### src/rtl/pipeline_hazard_ctrl.sv
// Hazard controller around EX: operand forwarding selects, load-use and
// flag stalls, taken-branch flushes, a MEM/WB destination scoreboard and
// saturating stall/flush counters.

// Per-source comparator: does this ID source hit the EX or MEM destination.
module hazard_src #(
  parameter int ZERO_REG = 31
) (
  input  logic [4:0] src,
  input  logic       use_src,
  input  logic [4:0] ex_rd,
  input  logic       ex_we,
  input  logic [4:0] mem_rd,
  input  logic       mem_we,
  output logic       ex_hit,
  output logic       mem_hit
);
  logic live;
  // XZR never carries a dependency
  assign live    = use_src && (src != 5'(ZERO_REG));
  assign ex_hit  = live && ex_we  && (ex_rd  == src);
  assign mem_hit = live && mem_we && (mem_rd == src);
endmodule

module pipeline_hazard_ctrl #(
  parameter int CNT_W    = 16,
  parameter int ZERO_REG = 31
) (
  input  logic             clk,
  input  logic             reset,
  input  logic             id_valid,
  input  logic [4:0]       id_rn,
  input  logic [4:0]       id_rm,
  input  logic             id_uses_rn,
  input  logic             id_uses_rm,
  input  logic             id_uses_flags,
  input  logic             ex_valid,
  input  logic [4:0]       ex_rd,
  input  logic             ex_regwrite,
  input  logic             ex_memtoreg,
  input  logic             ex_setflag,
  input  logic             ex_pc_select,
  output logic             stall_if,
  output logic             bubble_ex,
  output logic             flush_ifid,
  output logic [1:0]       fwd_a,
  output logic [1:0]       fwd_b,
  output logic [CNT_W-1:0] stall_count,
  output logic [CNT_W-1:0] flush_count
);
  localparam int NSRC = 2;

  typedef struct packed {
    logic [4:0] rd;
    logic       we;
  } sb_ent_t;

  sb_ent_t sb_mem, sb_wb;

  logic                      ex_we;
  logic [NSRC-1:0][4:0]      src;
  logic [NSRC-1:0]           src_use;
  logic [NSRC-1:0]           ex_hit, mem_hit;
  logic [NSRC-1:0][1:0]      fwd;
  logic                      load_use, flag_stall, br_taken;

  assign ex_we   = ex_valid && ex_regwrite;
  assign src     = {id_rm, id_rn};
  assign src_use = {id_uses_rm, id_uses_rn};

  genvar g;
  generate
    for (g = 0; g < NSRC; g++) begin : g_src
      hazard_src #(.ZERO_REG(ZERO_REG)) u_src (
        .src     (src[g]),
        .use_src (src_use[g]),
        .ex_rd   (ex_rd),
        .ex_we   (ex_we),
        .mem_rd  (sb_mem.rd),
        .mem_we  (sb_mem.we),
        .ex_hit  (ex_hit[g]),
        .mem_hit (mem_hit[g])
      );
      // EX result is newer than MEM, so it wins; no WB path (regfile write-before-read)
      assign fwd[g] = !id_valid   ? 2'd0 :
                      ex_hit[g]   ? 2'd1 :
                      mem_hit[g]  ? 2'd2 : 2'd0;
    end
  endgenerate

  assign fwd_a = fwd[0];
  assign fwd_b = fwd[1];

  // Stall / flush decode; a taken branch overrides any stall so the PC takes the target
  always_comb begin
    load_use   = id_valid && ex_memtoreg && (|ex_hit);
    flag_stall = id_valid && id_uses_flags && ex_valid && ex_setflag;
    br_taken   = ex_valid && ex_pc_select;
    stall_if   = (load_use || flag_stall) && !br_taken;
    bubble_ex  = load_use || flag_stall || br_taken;
    flush_ifid = br_taken;
  end

  // Destination scoreboard: EX -> MEM -> WB
  always_ff @(posedge clk) begin
    if (reset) begin
      sb_mem <= '0;
      sb_wb  <= '0;
    end else begin
      sb_mem <= '{rd: ex_rd, we: ex_we};
      sb_wb  <= sb_mem;
    end
  end

  // Saturating performance counters
  always_ff @(posedge clk) begin
    if (reset) begin
      stall_count <= '0;
      flush_count <= '0;
    end else begin
      if (stall_if && !(&stall_count))   stall_count <= stall_count + 1'b1;
      if (flush_ifid && !(&flush_count)) flush_count <= flush_count + 1'b1;
    end
  end
endmodule

### config.mk
export PLATFORM = sky130hd
export DESIGN_NAME = pipeline_hazard_ctrl
export DESIGN_NICKNAME = d
export VERILOG_FILES = /design/src/rtl/pipeline_hazard_ctrl.sv
export SDC_FILE = /design/constraint.sdc
export NUM_CORES = 1
export LEC_CHECK = 0
export CAP_MARGIN = 15
export CORE_MARGIN = 3
export CORE_UTILIZATION = 42
export DETAILED_ROUTE_END_ITERATION = 8
export GPL_TIMING_DRIVEN = 0
export PLACE_DENSITY = 0.81
export RECOVER_POWER = 25
export SLEW_MARGIN = 25
export SYNTH_ARGS = -nofsm -noshare
export SYNTH_HDL_FRONTEND = slang
export SYNTH_SLANG_ARGS = --single-unit
### constraint.sdc
create_clock -name clk -period 2.15 [get_ports clk]
set_clock_uncertainty 0.15 [all_clocks]
set_input_delay 0.3225 -clock clk [delete_from_list [all_inputs] [get_ports clk]]
set_output_delay 0.3225 -clock clk [all_outputs]
set_load 0.1 [all_outputs]
==> reports/results.ini <==
[status]
status = finished with violations
failed_checks = negative setup slack

[worst_hold_path]
hold_path.class = in2reg
min_path_cells = 2

[grt]
grt_pass1_wl_um = 9791
grt_max_degree = 13
first_global_vias = 2144
antenna_found_initial = 0
track_usage = 0.2069
overflow = 0

[logic_synthesis]
synth_area_um2 = 2076
async_flop_share = 0
yosys.area.top_type_share = 0.3665
yosys-top-cells-count = dfxtp_1, nor2_1, nand2_1, xor2_1, a21oi_1
ys_seq_elements = 38
yosys.cell_count.top_type = dfxtp_1
syn_nets = 277
synthCells = 249
synth_enable_flop_cells = 0
synthDistinctLibCells = 42
synth-main-ff-cell = dfxtp_1
synth_warnings = 0
synth_area_leaders = dfxtp_1, xor2_1, xnor2_1
yosysSeqAreaShare = 0.3665
syn_area_per_cell_um2 = 8.336
yosysTopAreaCell = dfxtp_1

[clock_network]
cts_root_buf = clkbuf_8
clock_path_buffers = 2
clkTransAtPathRegs_ns = 0.07
clk_latency_ns = 0.30
clock_sinks = 38
postCtsHoldBufs = 0
cts_tree = built
cts_buffers = 5
htreeDepth = 2

[detailed_routing]
firstDrtPassIters = 4
drt-vias-per-instance = 5.609
drc_errors = 0
drt_iter0_drc = 218
postRouteAntennaNets = 0
vias = 2238
totalWireLength_um = 6653
wire_per_inst_um = 16.67

[floorplanning]
die_y_um = 76.30
ioPinCount = 65
core_um2 = 4564
row_count = 24
start_util = 0.4548
die_w_um = 76.30
dieArea_um2 = 5822

[timing]
grt_setup_unrepaired = true
clock.fmax_mhz = 445.2
tightest_slew_ns = 0.9886
setup_tns_ns = -0.2459
hold_viol = 0
slew_violations = 0
min_period_ns = 2.246
period_share = 1.045
maxSlewHeadroom = 0.3436
fin_ws_ns = -0.09596
setup_viol = 5

[worst_setup_path]
setup.worst_path.class = in2out
critPathLaunchType = primary input
critPathArrivalTime_ns = 1.77
cp.required_ns = 1.68
worst_r2r_path_depth = 7
end_kind = output port
critPathMaxFanout = 4

[pwr]
finalPower_uw = 1507
ir_drop_mv = 0.3740
p_leak_uw = 0.001401
powerDensity_nw_per_um2 = 449.0

[job]
maxCapViolations = 0

[cells_and_area]
utilization = 0.7355
synthToLayoutAreaGrowth_pct = 61.72
postLayoutCellArea_um2 = 3357
antenna_cells = 0
fill_cells = 354
layout.nets = 361
drive_gt1_frac = 0.3772

[place]
place_area_um2 = 2955
dp.final_hpwl_um = 4203
port_buffers = 64
pre_cts_ws_ns = -1.561
gp_congestion = 0.8863

per-stage QoR:
stage / hold WS [ns] / instances
finish: 0.1342 / 399
global placement: 0.3214 / 378
global route: 0.1512 / 399
CTS: 0.2544 / 397
floorplan: 0.3007 / 249
detailed placement: 0.3264 / 378
worst paths after layout:
kind	startpoint	end	slack (ns)
max	id_rn[4]	stall_if	-0.1
min	ex_rd[4]	sb_mem[5]	0.13
max reg2reg	stall_count[6]	stall_count[14]	0.02
min reg2reg	stall_count[15]	stall_count[15]	0.33
final cells by class:
class / count / area (um^2) / area share
Clock buffer: 6 / 93.84 / 0.02795
Timing Repair Buffer: 79 / 728.2 / 0.2169
Buffer: 7 / 45.04 / 0.01342
Tap cell: 65 / 81.33 / 0.02423
Multi-Input combinational cell: 194 / 1529 / 0.4555
Clock inverter: 2 / 10.01 / 0.002982
Sequential cell: 38 / 834.6 / 0.2486
Inverter: 8 / 35.03 / 0.01044
layer usage:
metal	GRT usage	vias up	wire length, um
li1	-	1059	-
met1	0.2464	1067	2723
met2	0.3620	96	3352
met3	0.05910	16	422
met4	0.05616	0	155
met5	0	-	0
power by group:
group	switching [uW]	internal [uW]	total (uW)
registers	8.58	695	703
logic	139	98.9	238
clock network	271	295	566
total	419	1090	1510
cells by family (layout without fill, tap and decap cells):
logic type               after synthesis  count (layout)  synth area share
buffers and inverters                 17             102           0.03436
AO/OA/AOI/OAI                         42              42            0.1260
adder cells (fa/ha/maj)                2               2           0.01205
XOR/XNOR                              32              32            0.1350
AND/OR/NAND/NOR                      114             114            0.3050
multiplexers                           4               4           0.02110
flip-flops                            38              38            0.3665
placed cells by master, fill, tap and decap left out, drive strengths merged, types with 3 or more instances in the layout:
cell type,instances
nand4,9
o21ai,11
nand2,20
inv,6
clkbuf,13
a21oi,17
dfxtp,38
nor3,8
nor2,22
dlygate4sd2,36
and2,4
nor4,5
buf,37
or4,7
dlymetal6s2s,3
xor2,18
mux2,3
and3,5
and4,3
or3,10
nand3,9
xnor2,14
nor2b,7
o31ai,7
sequential cells by signal, indices dropped and copies added (netlist names):
register,flops
flush_count,16
stall_count,16
sb_mem,6
critical path: stages:
cell,delay [ns]
buf_8,0.11
xnor2_4,0.16
nand4_1,0.20
nor4_4,0.32
buf_4,0.19
o31ai_4,0.07
clkbuf_8,0.16
clkinvlp_4,0.07
buf_12,0.16
repair_timing:
action                     4_1_cts  5_1_grt
pin swaps                       12       18
setup buffers                   11        4
cloned                           0        0
setup endpoints to repair       55       31
resized for setup              148       64
No activity file was read; power rests on OpenSTA's default activity.
